==> src/rtl/dmem_arb_pkg.sv <==
// dmem_arb_pkg: shared FSM state type, default sizes and beat counter width for dmem_arbiter
package dmem_arb_pkg;
  typedef enum logic [1:0] {IDLE, CPU, DMA} state_e;
  localparam int RAM_WORDS_DEF = 64;
  localparam int MAX_BURST_DEF = 8;
  localparam int CNT_W = 4;
endpackage

==> src/rtl/dmem_arb_burst_cnt.sv <==
// dmem_arb_burst_cnt: burst base/length latch, beat counter and last-beat detect
module dmem_arb_burst_cnt
  import dmem_arb_pkg::*;
#(
  parameter int MAX_BURST = MAX_BURST_DEF
) (
  input  logic             clk,
  input  logic             reset,
  input  logic             load,
  input  logic             adv,
  input  logic [31:0]      addr_in,
  input  logic             we_in,
  input  logic [3:0]       len_in,
  output logic [31:0]      base,
  output logic             we,
  output logic [CNT_W-1:0] beat,
  output logic             last
);
  logic [31:0] base_q, base_d;
  logic we_q, we_d;
  logic [CNT_W-1:0] len_q, len_d, beat_q, beat_d;
  assign base = base_q;
  assign we = we_q;
  assign beat = beat_q;
  assign last = beat_q == len_q - 1'b1;
  always_comb begin
    base_d = base_q;
    we_d = we_q;
    len_d = len_q;
    beat_d = beat_q;
    if (load) begin
      base_d = addr_in;
      we_d = we_in;
      beat_d = '0;
      len_d = (len_in == '0) ? CNT_W'(1) : (32'(len_in) > MAX_BURST) ? CNT_W'(MAX_BURST) : CNT_W'(len_in);
    end else if (adv) begin
      beat_d = last ? '0 : beat_q + 1'b1;
    end
  end
  always_ff @(posedge clk) begin
    if (reset) begin
      base_q <= '0;
      we_q <= 1'b0;
      len_q <= CNT_W'(1);
      beat_q <= '0;
    end else begin
      base_q <= base_d;
      we_q <= we_d;
      len_q <= len_d;
      beat_q <= beat_d;
    end
  end
endmodule

==> src/rtl/dmem_arbiter.sv <==
// dmem_arbiter: CPU/DMA data RAM arbiter, burst-level round robin; DMEM_ARB_RANGE_CHECK_EN adds err output
module dmem_arbiter
  import dmem_arb_pkg::*;
#(
  parameter int RAM_WORDS = RAM_WORDS_DEF,
  parameter int MAX_BURST = MAX_BURST_DEF
) (
  input  logic        clk,
  input  logic        reset,
  input  logic        cpu_req,
  input  logic        cpu_we,
  input  logic [31:0] cpu_addr,
  input  logic [31:0] cpu_wdata,
  output logic        cpu_stall,
  output logic [31:0] cpu_rdata,
  input  logic        dma_req,
  input  logic        dma_we,
  input  logic [31:0] dma_addr,
  input  logic [3:0]  dma_len,
  input  logic [31:0] dma_wdata,
  output logic        dma_gnt,
  output logic        dma_done,
  output logic [31:0] dma_rdata,
  output logic        mem_we,
  output logic [31:0] mem_addr,
  output logic [31:0] mem_wdata,
  input  logic [31:0] mem_rdata
`ifdef DMEM_ARB_RANGE_CHECK_EN
  ,
  output logic        err
`endif
);
  localparam int AW = $clog2(RAM_WORDS * 4);
  state_e state_q, state_d;
  logic last_dma_q, last_dma_d;
  logic in_dma, load, last, cpu_go, we_b, wr;
  logic [31:0] base, addr;
  logic [CNT_W-1:0] beat;
  logic [AW-1:0] off;
`ifdef DMEM_ARB_RANGE_CHECK_EN
  logic bad;
`endif
  assign in_dma = state_q == DMA;
  assign cpu_rdata = mem_rdata;
  assign dma_rdata = mem_rdata;
  dmem_arb_burst_cnt #(.MAX_BURST(MAX_BURST)) u_cnt (
    .clk(clk), .reset(reset), .load(load), .adv(in_dma),
    .addr_in(dma_addr), .we_in(dma_we), .len_in(dma_len),
    .base(base), .we(we_b), .beat(beat), .last(last)
  );
  // CPU is always served outside a burst; the record only decides whether a pending DMA may start
  always_comb begin
    cpu_go = cpu_req & ~in_dma;
    load = ~in_dma & dma_req & ~(cpu_req & last_dma_q);
    state_d = in_dma ? (last ? IDLE : DMA) : load ? DMA : cpu_req ? CPU : IDLE;
    last_dma_d = (in_dma & last) | (last_dma_q & ~cpu_go);
    off = base[AW-1:0] + AW'({beat, 2'b00});
    addr = in_dma ? {base[31:AW], off} : cpu_req ? cpu_addr : '0;
    wr = in_dma ? we_b : cpu_req & cpu_we;
`ifdef DMEM_ARB_RANGE_CHECK_EN
    bad = (in_dma | cpu_req) & ((addr[31:AW] != '0) | (addr[1:0] != 2'b00));
    mem_we = ~reset & wr & ~bad;
    err = ~reset & bad;
`else
    mem_we = ~reset & wr;
`endif
    mem_addr = reset ? '0 : addr;
    mem_wdata = reset ? '0 : in_dma ? dma_wdata : cpu_req ? cpu_wdata : '0;
    cpu_stall = ~reset & in_dma & cpu_req;
    dma_gnt = ~reset & in_dma;
    dma_done = ~reset & in_dma & last;
  end
  always_ff @(posedge clk) begin
    if (reset) begin
      state_q <= IDLE;
      last_dma_q <= 1'b1;
    end else begin
      state_q <= state_d;
      last_dma_q <= last_dma_d;
    end
  end
endmodule

==> config.mk <==
export PLATFORM = sky130hd
export DESIGN_NAME = dmem_arbiter
export DESIGN_NICKNAME = d
export VERILOG_FILES = /design/src/rtl/dmem_arb_pkg.sv /design/src/rtl/dmem_arb_burst_cnt.sv /design/src/rtl/dmem_arbiter.sv
export SDC_FILE = /design/constraint.sdc
export NUM_CORES = 1
export LEC_CHECK = 0
export BUFFER_PORTS_ARGS = -buffer_cell sky130_fd_sc_hd__buf_4
export CORE_AREA = 4 4 114 116
export DETAILED_ROUTE_END_ITERATION = 10
export DIE_AREA = 0 0 118 120
export PLACE_DENSITY_LB_ADDON = 0.05
export SYNTH_ARGS = -nofsm -noshare
export SYNTH_HDL_FRONTEND = slang
export SYNTH_HIERARCHICAL = 1
export SYNTH_SLANG_ARGS = --single-unit
==> constraint.sdc <==
create_clock -name clk -period 3.68 [get_ports clk]
set_clock_uncertainty 0.1 [all_clocks]
set_input_delay 0.368 -clock clk [delete_from_list [all_inputs] [get_ports clk]]
set_output_delay 0.368 -clock clk [all_outputs]
set_load 0.01 [all_outputs]
Word level (Yosys, flattened, before mapping)
Cells that the tools add are included.
{ "totals": {"reg_bits": 44, "input_bits": 170, "output_inout_bits": 132, "wordCells": 44} }
{ "op_classes": {"addsub": 3, "magnitude_cmp": 1, "eq_ne": 2, "muxes": 14, "bitwise": 16, "n_reduce_logical": 2} }
{ "op_table": {"columns": ["operator", "n"], "rows": [
  ["two-way mux 32 bit", 6],
  ["two-way mux 4 bit", 3],
  ["AND 1 bit", 11],
  ["adder 8 x 6 -> 8 bit", 1],
  ["two-way mux 2 bit", 3],
  ["adder 4 x 1 -> 4 bit, second input constant", 1],
  ["equality test 4 bit", 1],
  ["> comparator 4 bit, second input constant", 1],
  ["zero test 4 bit", 1],
  ["inverter 1 bit", 4],
  ["subtractor 4 x 1 -> 4 bit, second input constant", 1],
  ["equality test 2 bit, second input constant", 1],
  ["two-way mux 1 bit", 2],
  ["OR reduction 2 bit", 1],
  ["OR 1 bit", 1]
]} }

Logic depth before layout (Yosys ltp)
Gate-level depths: netlist of the first run.
{ "depth": {"word_depth": 6, "mapped_depth": 8, "depth_no_buf": 8} }

By module
Netlist of the first run, hierarchy kept.
{ "modules_own_cells": {"columns": ["mod", "instances", "cells_each", "area_per_inst_um2", "seq_area_each_um2"], "rows": [
  ["dmem_arb_burst_cnt", 1, 158, 1586.5, 820.8],
  ["dmem_arbiter", 1, 188, 1507.7, 60.1]
]} }

Worst setup path after synthesis of the first run
OpenSTA, ideal clock, no wires.
{ "synth_timing": {"path_type": "flip-flop to output port", "start": "reg u_cnt.beat_q[0] (netlist: u_cnt/beat[0])", "end": "out mem_addr[6]", "arrival_ps": 1613, "required_ps": 3212, "slack_ps": 1599, "stages_incl_launch_ff": 8, "path_buffers": 0, "path_cell_list": "dfxtp_1 -> ha_1 -> inv_1 -> fa_1 -> nand2b_1 -> a21oi_1 -> xor2_1 -> a22o_1"} }
{ "synth_via": {"elab_chain_cells": 3} }
{ "synth_rtl": {"columns": ["item", "line_no", "text"], "rows": [
  ["from (decl)", "dmem_arb_burst_cnt.sv:21", "logic [CNT_W-1:0] len_q, len_d, beat_q, beat_d;"],
  ["from (signal assigned)", "dmem_arb_burst_cnt.sv:50", "beat_q <= beat_d;"],
  ["adder 8 x 6 -> 8 bit", "dmem_arbiter.sv:57", "off = base[AW-1:0] + AW'({beat, 2'b00});"],
  ["two-way mux 32 bit", "dmem_arbiter.sv:58", "addr = in_dma ? {base[31:AW], off} : cpu_req ? cpu_addr : '0;"],
  ["two-way mux 32 bit", "dmem_arbiter.sv:67", "mem_addr = reset ? '0 : addr;"],
  ["to (decl)", "dmem_arbiter.sv:25", "output logic [31:0] mem_addr,"]
]} }
No other way between the ends.

Worst setup path in the final report of the first run
Ends and elaborated chain as after synthesis.

==> flow_metrics.env, run 1 <==
export IMPL_areaGrowthSynthToFinish_pct=43.3
export IMPL_synth_cells=346
export IMPL_vias=2935
export IMPL_start_util_pct=26.0
export IMPL_tightestPinTransition_ns=0.621
export IMPL_grt_ovfl_total=0
export IMPL_cts_hold_buf=0
export IMPL_die_x_um=118
export IMPL_cp_slowest_cell="dfxtp_1"
export IMPL_min_period_over_period_pct=72.2
export IMPL_async_flop_share_pct=0
export IMPL_wl_per_cell_um=18.1
export IMPL_antenna_found_initial=0
export IMPL_post_cts_buffers=0
export IMPL_critPathMaxStageDelay_ns=0.45
export IMPL_cp_end_kind="output pin"
export IMPL_h_tree_depth=2
export IMPL_chipHeight_um=120
export IMPL_via_per_inst=4.70
export IMPL_synth_area_per_cell_um2=8.94
export IMPL_busiest_layer="met2"
export IMPL_fin_tns_setup_ns=0
export IMPL_antennaDiodeCount=0
export IMPL_min_from="dma_len[3]"
export IMPL_critPathKind="reg2out"
export IMPL_gp_congestion=0.747
export IMPL_die_area_mm2=0.0142
export IMPL_synth_largest_area_cell="dfxtp_1"
export IMPL_status="finished, final reports clean"
export IMPL_vdd_drop_max_v=0.000166
export IMPL_setup_viol_count_final=0
export IMPL_crit_buf_inv=2
export IMPL_insertion_delay_ns=0.28
export IMPL_critical_path_top_delay_family="adder cells"
export IMPL_final_common_cell="buf_4"
export IMPL_ys_types=41
export IMPL_ys_top_cells_by_area="dfxtp_1 (28%), a22o_1 (17%), buf_4 (16%)"
export IMPL_synth_seq_cells=44
export IMPL_hold_path_class="in2reg"
export IMPL_drtAntennaViolNets=0
export IMPL_drt_wl_total_um=11300
export IMPL_syn_num_nets=523
export IMPL_synth_edf_count=0
export IMPL_dp_hpwl_um=9040
export IMPL_seq_area_frac_synth_pct=28.5
export IMPL_grt_max_degree=48
export IMPL_core_mm2=0.0119
export IMPL_yosysTopAreaCellShare_pct=28.5
export IMPL_drtPass1Iterations=5
export IMPL_post_route_util_pct=37.2
export IMPL_fmax_mhz=377
export IMPL_crit_required_ns=3.21
export IMPL_cp_arrival_ns=2.19
export IMPL_grt_use_met3_pct=6.36
export IMPL_grt_use_met1_pct=16.7
export IMPL_netlist_area_mm2=0.00309
export IMPL_synth_main_ff_cell="dfxtp_1"
export IMPL_maxCapViolCount=0
export IMPL_layout_nets=653
export IMPL_cts_buffer_depth=2
export IMPL_io_pins=302
export IMPL_path_max_fanout=6
export IMPL_initialDrtViolationCount=99
export IMPL_start_kind="flop"
export IMPL_yosys_warnings=6
export IMPL_grt_pass1_vias=3048
export IMPL_r2r_start="state_q[0]$_SDFF_PP0_"
export IMPL_drive_gt1_share_pct=47.4
export IMPL_final_min_clock_period_ns=2.66
export IMPL_clkTransAtPathRegs_ns=0.07
export IMPL_maxSlewViolCount=0
export IMPL_row_count=40
export IMPL_worstPathCellList="ha_1 -> inv_1 -> fa_1 -> nand2b_1 -> a21oi_1 -> xor2_1 -> a22o_1 -> buf_4"
export IMPL_startpoint="u_cnt/beat[0]$_SDFFE_PP0P_"
export IMPL_relSlewSlack_pct=58.6
export IMPL_port_buffers=205
export IMPL_grt_pass1_wl_um=17100
export IMPL_cts_made_buffers=5
export IMPL_drc=0
export IMPL_use_met2_pct=26.9
export IMPL_hold_viol=0
export IMPL_post_cts_resized_instances=0
export IMPL_power_density_mw_per_mm2=335
export IMPL_cts_tree="yes"
export IMPL_mostFrequentLayoutCells="buf_4 (210), a22o_1 (61), nor2_1 (51)"
export IMPL_clock_sinks=44
export IMPL_cts_root_buf="clkbuf_16"
export IMPL_gr_usage_all_layers_pct=15.1
export IMPL_rsz0062_at_grt="false"
export IMPL_p_leak_nw=2.13
cells in the mapped netlist, types with 2 or more instances:
master / instances
buf_4: 67
a22o_1: 61
nor2_1: 51
dfxtp_1: 44
mux2i_1: 35
buf_2: 9
clkbuf_1: 8
inv_1: 7
nand2_1: 7
ha_1: 6
xor2_1: 5
a21oi_1: 4
buf_6: 4
and2_1: 3
nand2b_1: 3
nor4_1: 3
a211oi_1: 2
nor3b_2: 2
o31ai_1: 2
xnor2_1: 2
layer usage:
metal  vias up  wire, um
met5         -         0
li1       1416         -
met1      1332      4260
met2       178      5700
met4         0       116
met3         9      1190
cell type report:
cell class	count	area [um^2]
timing repair buffer	211	1600
fill	1276	7480
tap	147	184
multi-input combinational	206	1570
clock inverter	3	42.5
inverter	8	30.0
sequential	44	881
clock buffer	5	125
sequential cells by signal (all words and copies together), names as in the netlist:
| name | cells |
|---|---|
| state_q | 2 |
| u_cnt/beat | 4 |
| u_cnt/base | 32 |
| u_cnt/len_q | 4 |
| u_cnt/we | 1 |
| last_dma_q | 1 |
worst paths after layout:
kind                            endpoint  slack, ns  depth (start not counted)
max reg2reg  u_cnt/base[14]$_SDFFE_PP0P_       1.73                          5
max                          mem_addr[6]       1.02                          8
min reg2reg  u_cnt/base[30]$_SDFFE_PP0P_       0.39                          2
min          u_cnt/len_q[0]$_SDFFE_PP1P_       0.20                          2
metrics by stage:
step / cell area [um^2] / hold WS [ns] / power (W) / std cells / setup slack (ns)
after floorplan: 3090 / 0.340 / 0.000830 / 346 / 1.60
after global placement: 4270 / 0.376 / 0.000989 / 616 / 1.31
after detailed placement: 4270 / 0.386 / 0.000991 / 616 / 1.27
after CTS: 4430 / 0.191 / 0.00151 / 624 / 0.983
after global routing: 4430 / 0.198 / 0.00157 / 624 / 0.859
final: 4430 / 0.198 / 0.00148 / 624 / 1.02
kinds of logic (layout without fill, tap and decap cells):
| group | Yosys count | count (layout) | share of synthesized area (%) |
|---|---|---|---|
| adders and majority gates | 7 | 7 | 3.07 |
| DFF | 44 | 44 | 28.5 |
| muxes | 35 | 35 | 11.3 |
| AOI/OAI and AO/OA | 75 | 75 | 20.4 |
| and+or+nand+nor | 81 | 81 | 12.9 |
| buffers and inverters | 96 | 227 | 21.1 |
| xor gates and xnor gates | 8 | 8 | 2.71 |
where the power goes:
group          switching, W  internal (W)  leakage [nW]
registers         0.0000229      0.000510         0.360
logic              0.000191      0.000250          1.69
clock network      0.000191      0.000319        0.0798
Note: power is estimated with default switching activity, not from simulation.
==> run 2: changes to the inputs <==
--- a/config.mk
+++ b/config.mk
@@ -6,9 +6,10 @@
 export NUM_CORES = 1
 export LEC_CHECK = 0
 export BUFFER_PORTS_ARGS = -buffer_cell sky130_fd_sc_hd__buf_4
-export CORE_AREA = 4 4 114 116
+export CORE_ASPECT_RATIO = 0.5
+export CORE_MARGIN = 4
+export CORE_UTILIZATION = 33
 export DETAILED_ROUTE_END_ITERATION = 10
-export DIE_AREA = 0 0 118 120
 export PLACE_DENSITY_LB_ADDON = 0.05
 export SYNTH_ARGS = -nofsm -noshare
 export SYNTH_HDL_FRONTEND = slang
==> constraint.sdc (replaced) <==
create_clock -name clk -period 2.2 [get_ports clk]
set_clock_uncertainty 0.1 [all_clocks]
set_input_delay 0.22 -clock clk [delete_from_list [all_inputs] [get_ports clk]]
set_output_delay 0.22 -clock clk [all_outputs]
set_load 0.01 [all_outputs]
==> run 2 against run 1 <==
Effect of this change: non-clock buffer count grew 7; clock power grew 73%; first-iteration DRC count grew 8.1%; routed wire length shrank 2.4%; sequential cell count is the same; total power grew 71%; critical path depth is the same; worst setup slack lost 1.0 ns; final cell count shrank 3.7%; worst hold slack lost 0.15 ns; critical endpoint unchanged; highest routed layer unchanged.
==> flow_metrics.env, run 2 (synthesized netlist as in run 1, its figures left out) <==
export IMPL_path_max_fanout=2
export IMPL_grt_ovfl_total=0
export IMPL_critPathKind="reg2out"
export IMPL_place_ws_ns=0.178
export IMPL_initialDrtViolationCount=107
export IMPL_min_period_over_period_pct=99.5
export IMPL_drtAntennaViolNets=0
export IMPL_min_from="dma_len[3]"
export IMPL_dp_hpwl_um=8500
export IMPL_hold_path_class="in2reg"
export IMPL_clkTransAtPathRegs_ns=0.06
export IMPL_status="finished, final reports clean"
export IMPL_die_area_mm2=0.0111
export IMPL_maxSlewViolCount=0
export IMPL_power_density_mw_per_mm2=560
export IMPL_antennaDiodeCount=0
export IMPL_largest_reg_flops=32
export IMPL_grt_max_degree=67
export IMPL_cts_buffer_depth=2
export IMPL_vdd_drop_max_v=0.000344
export IMPL_instances_no_fill=601
export IMPL_intPower_w=0.00186
export IMPL_grt_use_met3_pct=7.66
export IMPL_drive_gt1_share_pct=50.6
export IMPL_p_leak_nw=2.19
export IMPL_totalPowerFinal_w=0.00254
export IMPL_h_tree_depth=2
export IMPL_wl_per_cell_um=18.3
export IMPL_crit_required_ns=1.88
export IMPL_fmax_mhz=457
export IMPL_final_common_cell="buf_4"
export IMPL_gp_congestion=0.767
export IMPL_busiest_layer="met2"
export IMPL_antenna_found_initial=0
export IMPL_cp_arrival_ns=1.87
export IMPL_start_util_pct=34.7
export IMPL_core_mm2=0.00892
export IMPL_worstPathCellList="ha_4 -> inv_2 -> fa_2 -> nand2b_4 -> a21oi_4 -> xor2_1 -> a22o_1 -> buf_4"
export IMPL_die_x_um=145
export IMPL_tightestPinTransition_ns=0.334
export IMPL_vias=2898
export IMPL_drtPass1Iterations=4
export IMPL_critPathMaxStageDelay_ns=0.35
export IMPL_cts_root_buf="clkbuf_16"
export IMPL_via_per_inst=4.82
export IMPL_holdWs_ns=0.0490
export IMPL_setup_viol_count_final=0
export IMPL_hold_viol=0
export IMPL_port_buffers=205
export IMPL_use_met2_pct=27.4
export IMPL_io_pins=302
export IMPL_power_switching_w=0.000680
export IMPL_chipHeight_um=76.5
export IMPL_dp_cells=591
export IMPL_cp_end_kind="output pin"
export IMPL_drc=0
export IMPL_swShare_pct=26.8
export IMPL_clock_sinks=44
export IMPL_drt_wl_total_um=11000
export IMPL_p_clk_share_pct=34.8
export IMPL_areaGrowthSynthToFinish_pct=46.5
export IMPL_relSlewSlack_pct=77.6
export IMPL_maxCapViolCount=0
export IMPL_row_count=24
export IMPL_comb_power_share_pct=30.0
export IMPL_cts_tree="yes"
export IMPL_grt_pass1_vias=2923
export IMPL_worst_slack_ns=0.0119
export IMPL_cts_made_buffers=5
export IMPL_r2r_start="last_dma_q$_SDFF_PP1_"
export IMPL_cp_slowest_cell="dfxtp_2"
export IMPL_mostFrequentLayoutCells="buf_4 (214), a22o_1 (61), nor2_1 (50)"
export IMPL_insertion_delay_ns=0.28
export IMPL_layout_nets=660
export IMPL_grt_pass1_wl_um=16300
export IMPL_final_min_clock_period_ns=2.19
export IMPL_gr_usage_all_layers_pct=17.8
export IMPL_grt_use_met1_pct=22.9
export IMPL_power_frac_seq_pct=35.1
export IMPL_startpoint="u_cnt/beat[0]$_SDFFE_PP0P_"
export IMPL_start_kind="flop"
export IMPL_rsz0062_at_grt="true"
-- run 2: changes by cell type in the layout (fill, tap and decap cells not counted), sizes merged --
cell      change
buf           +6
clkinvlp      -1
clkbuf        +2
-- run 2: power groups by stage --
stage / clock network, W / logic (W) / registers, W
floorplan: 0 / 0.000492 / 0.000896
global placement: 0 / 0.000748 / 0.000907
detailed placement: 0 / 0.000748 / 0.000905
CTS: 0.000909 / 0.000754 / 0.000891
global route: 0.000948 / 0.000828 / 0.000898
finish: 0.000884 / 0.000762 / 0.000891
-- run 2: final timing paths --
check / to / slack [ns] / cells past startpoint
worst max-delay path: mem_addr[6] / 0.01 / 8
worst min-delay path: u_cnt/len_q[0]$_SDFFE_PP1P_ / 0.05 / 2
worst max register to register: u_cnt/base[10]$_SDFFE_PP0P_ / 0.57 / 5
worst min register to register: u_cnt/base[8]$_SDFFE_PP0P_ / 0.39 / 2
-- run 2: critical path, delay by kind of cell, from the launching register on --
kind                     cells  cell delay [ns]
AO/OA/AOI/OAI                2             0.27
XOR/XNOR                     1             0.18
adder cells (fa/ha/maj)      2             0.47
buffers and inverters        2             0.15
flip-flops                   1             0.35
AND/OR/NAND/NOR              1             0.16
-- run 2: through the flow --
step	cell area (um^2)	utilization [%]	setup TNS (ns)
global placement	4280	48.0	0
detailed placement	4280	48.0	0
finish	4530	50.8	0
floorplan	3090	-	0
global route	4530	50.8	-0.135
CTS	4480	50.3	-0.0259
-- run 2: layer usage --
metal | vias to the layer above | routed length (um)
li1 | 1429 | -
met1 | 1303 | 4820
met2 | 144 | 4870
met3 | 22 | 1120
met4 | 0 | 186
met5 | - | 0
-- run 2: timing repair --
| item | in CTS | in global routing |
|---|---|---|
| resized for setup | 8 | 8 |
| hold buffers | 0 | 0 |
| hold endpoints to repair | 0 | 0 |
| pin swaps | 4 | 3 |
| setup buffers | 0 | 1 |
| gates cloned | 0 | 1 |
| setup endpoints to repair | 1 | 5 |
-- run 2: area by class of cell --
cell class / count / area (um^2)
Clock buffer: 6 / 139
Clock inverter: 2 / 38.8
Fill cell: 879 / 4380
Inverter: 8 / 30.0
Multi-Input combinational cell: 206 / 1620
Sequential cell: 44 / 886
Tap cell: 117 / 146
Timing Repair Buffer: 218 / 1670
==> run 3: changes to the inputs <==
--- a/config.mk
+++ b/config.mk
@@ -6,10 +6,10 @@
 export NUM_CORES = 1
 export LEC_CHECK = 0
 export BUFFER_PORTS_ARGS = -buffer_cell sky130_fd_sc_hd__buf_4
-export CORE_ASPECT_RATIO = 0.5
-export CORE_MARGIN = 4
-export CORE_UTILIZATION = 33
+export CAP_MARGIN = 20
+export CORE_AREA = 4 4 114 116
 export DETAILED_ROUTE_END_ITERATION = 10
+export DIE_AREA = 0 0 118 120
 export PLACE_DENSITY_LB_ADDON = 0.05
 export SYNTH_ARGS = -nofsm -noshare
 export SYNTH_HDL_FRONTEND = slang
==> constraint.sdc (replaced) <==
create_clock -name clk -period 2.6 [get_ports clk]
set_clock_uncertainty 0.1 [all_clocks]
set_input_delay 0.26 -clock clk [delete_from_list [all_inputs] [get_ports clk]]
set_output_delay 0.26 -clock clk [all_outputs]
set_load 0.01 [all_outputs]
==> run 3 against run 2 <==
Effect of this change: die area increased by 28%; register-to-register slack improved by 0.33 ns; global-route usage decreased by 2.8 points; total power decreased by 20%; sequential share of layout area increased by 0.45 points; sequential power decreased by 15%; first-iteration DRC count decreased by 8.4%.
==> flow_metrics.env, run 3 (synthesized netlist as in run 1, its figures left out) <==
export IMPL_areaGrowthSynthToFinish_pct=43.0
export IMPL_final_min_clock_period_ns=2.42
export IMPL_gr_usage_all_layers_pct=15.1
export IMPL_drt_wl_total_um=11400
export IMPL_crit_required_ns=2.24
export IMPL_h_tree_depth=2
export IMPL_drc=0
export IMPL_holdPathStages=2
export IMPL_antennaDiodeCount=0
export IMPL_reg2reg_to="state_q[1]$_SDFF_PP0_"
export IMPL_dp_cells=616
export IMPL_hold_path_class="in2reg"
export IMPL_clkTransAtPathRegs_ns=0.06
export IMPL_cp_arrival_ns=2.06
export IMPL_die_x_um=118
export IMPL_drive_gt1_share_pct=47.7
export IMPL_largest_reg_flops=32
export IMPL_rsz0062_at_grt="false"
export IMPL_die_area_mm2=0.0142
export IMPL_initialDrtViolationCount=98
export IMPL_mostFrequentLayoutCells="buf_4 (210), a22o_1 (61), nor2_1 (51)"
export IMPL_cts_buffer_depth=2
export IMPL_instances_no_fill=623
export IMPL_antenna_found_initial=0
export IMPL_clock_sinks=44
export IMPL_rrSetupSlack_ns=0.90
export IMPL_seqCellArea_um2=885
export IMPL_maxCapViolCount=0
export IMPL_row_count=40
export IMPL_power_density_mw_per_mm2=460
export IMPL_drtAntennaViolNets=0
export IMPL_r2r_start="u_cnt/len_q[0]$_SDFFE_PP1P_"
export IMPL_relSlewSlack_pct=61.7
export IMPL_final_common_cell="buf_4"
export IMPL_start_util_pct=26.0
export IMPL_chipHeight_um=120
export IMPL_grt_max_degree=48
export IMPL_min_from="dma_len[3]"
export IMPL_layout_nets=653
export IMPL_hold_end="u_cnt/len_q[0]$_SDFFE_PP1P_"
export IMPL_insertion_delay_ns=0.28
export IMPL_fmax_mhz=413
export IMPL_path_max_fanout=6
export IMPL_hold_viol=0
export IMPL_worstPathCellList="ha_1 -> inv_1 -> fa_1 -> nand2b_1 -> a21oi_2 -> xor2_1 -> a22o_1 -> buf_4"
export IMPL_via_per_inst=4.67
export IMPL_start_kind="flop"
export IMPL_setup_viol_count_final=0
export IMPL_grt_ovfl_total=0
export IMPL_multiInputGateArea_mm2=0.00158
export IMPL_core_mm2=0.0119
export IMPL_reg2regPathDepth=8
export IMPL_fill_cells=1275
export IMPL_grt_pass1_vias=2980
export IMPL_p_leak_nw=2.13
export IMPL_vdd_drop_max_v=0.000270
export IMPL_port_buffers=205
export IMPL_cts_made_buffers=5
export IMPL_drtPass1Iterations=4
export IMPL_critPathKind="reg2out"
export IMPL_dp_hpwl_um=8850
export IMPL_maxSlewViolCount=0
export IMPL_cp_end_kind="output pin"
export IMPL_grt_pass1_wl_um=17100
export IMPL_fin_tns_setup_ns=0
export IMPL_tightestPinTransition_ns=0.575
export IMPL_cts_root_buf="clkbuf_16"
export IMPL_critPathMaxStageDelay_ns=0.38
export IMPL_gp_congestion=0.757
export IMPL_cp_slowest_cell="dfxtp_4"
export IMPL_wl_per_cell_um=18.3
export IMPL_io_pins=302
export IMPL_min_period_over_period_pct=93.2
export IMPL_cts_tree="yes"
export IMPL_vias=2907
export IMPL_status="finished, final reports clean"
==> run 3: cell count changes in the layout (fill, tap and decap cells not counted), sizes merged <==
| cell | change |
|---|---|
| bufinv | -1 |
| buf | -6 |
| clkinv | -1 |
==> run 3: what timing repair did <==
item | 4_1_cts | 5_1_grt
setup buffers | 0 | 0
hold buffers | 0 | 0
endpoints found under the setup margin | 0 | 1
resized for setup | 0 | 3
==> run 3: cell type report <==
type / instances / area share, %
Clock buffer: 7 / 3.45
Sequential cell: 44 / 20.0
Inverter: 8 / 0.679
Timing Repair Buffer: 211 / 36.1
Tap cell: 147 / 4.16
Multi-Input combinational cell: 206 / 35.7
==> run 3: per-layer routing <==
layer	share of wire, %	wire, um	track usage [%]
met3	9.8	1120	6.13
met5	0	0	0
met4	1.1	120	3.66
met2	49	5620	26.2
met1	40	4530	17.2
==> run 3: power by group <==
part           switching, W  internal (W)  leakage, nW
clock              0.000251      0.000403       0.0760
combinational      0.000274      0.000355         1.69
sequential        0.0000318      0.000721        0.361
==> run 3: how the worst max path moves through the flow <==
stage,from,to,cells past startpoint
final,u_cnt/beat[0]$_SDFFE_PP0P_,mem_addr[6],8
after global routing,u_cnt/beat[0]$_SDFFE_PP0P_,mem_addr[6],8
after CTS,u_cnt/beat[0]$_SDFFE_PP0P_,mem_addr[6],8
after detailed placement,u_cnt/beat[0]$_SDFFE_PP0P_,mem_addr[6],8
after global placement,u_cnt/beat[0]$_SDFFE_PP0P_,mem_addr[6],8
after floorplan,u_cnt/beat[0]$_SDFFE_PP0P_,mem_addr[6],7
==> run 3: worst max-delay path, delay by kind of cell, from the launching register on <==
| kind | cells | cell delay (ns) |
|---|---|---|
| simple gates | 1 | 0.19 |
| compound gates | 2 | 0.30 |
| xor+xnor | 1 | 0.19 |
| flops | 1 | 0.38 |
| fa+ha+maj | 2 | 0.56 |
| buf+inv | 2 | 0.17 |
==> run 3: metrics by stage <==
step	setup slack, ns	hold slack, ns	util [%]	area (um^2)	total power [W]
final	0.178	0.0929	37.2	4430	0.00204
after global routing	0.00226	0.104	37.2	4430	0.00216
after CTS	0.0287	0.0860	37.1	4420	0.00208
after detailed placement	0.371	0.386	35.8	4270	0.00140
after global placement	0.422	0.377	35.8	4270	0.00140
after floorplan	0.627	0.232	-	3090	0.00117
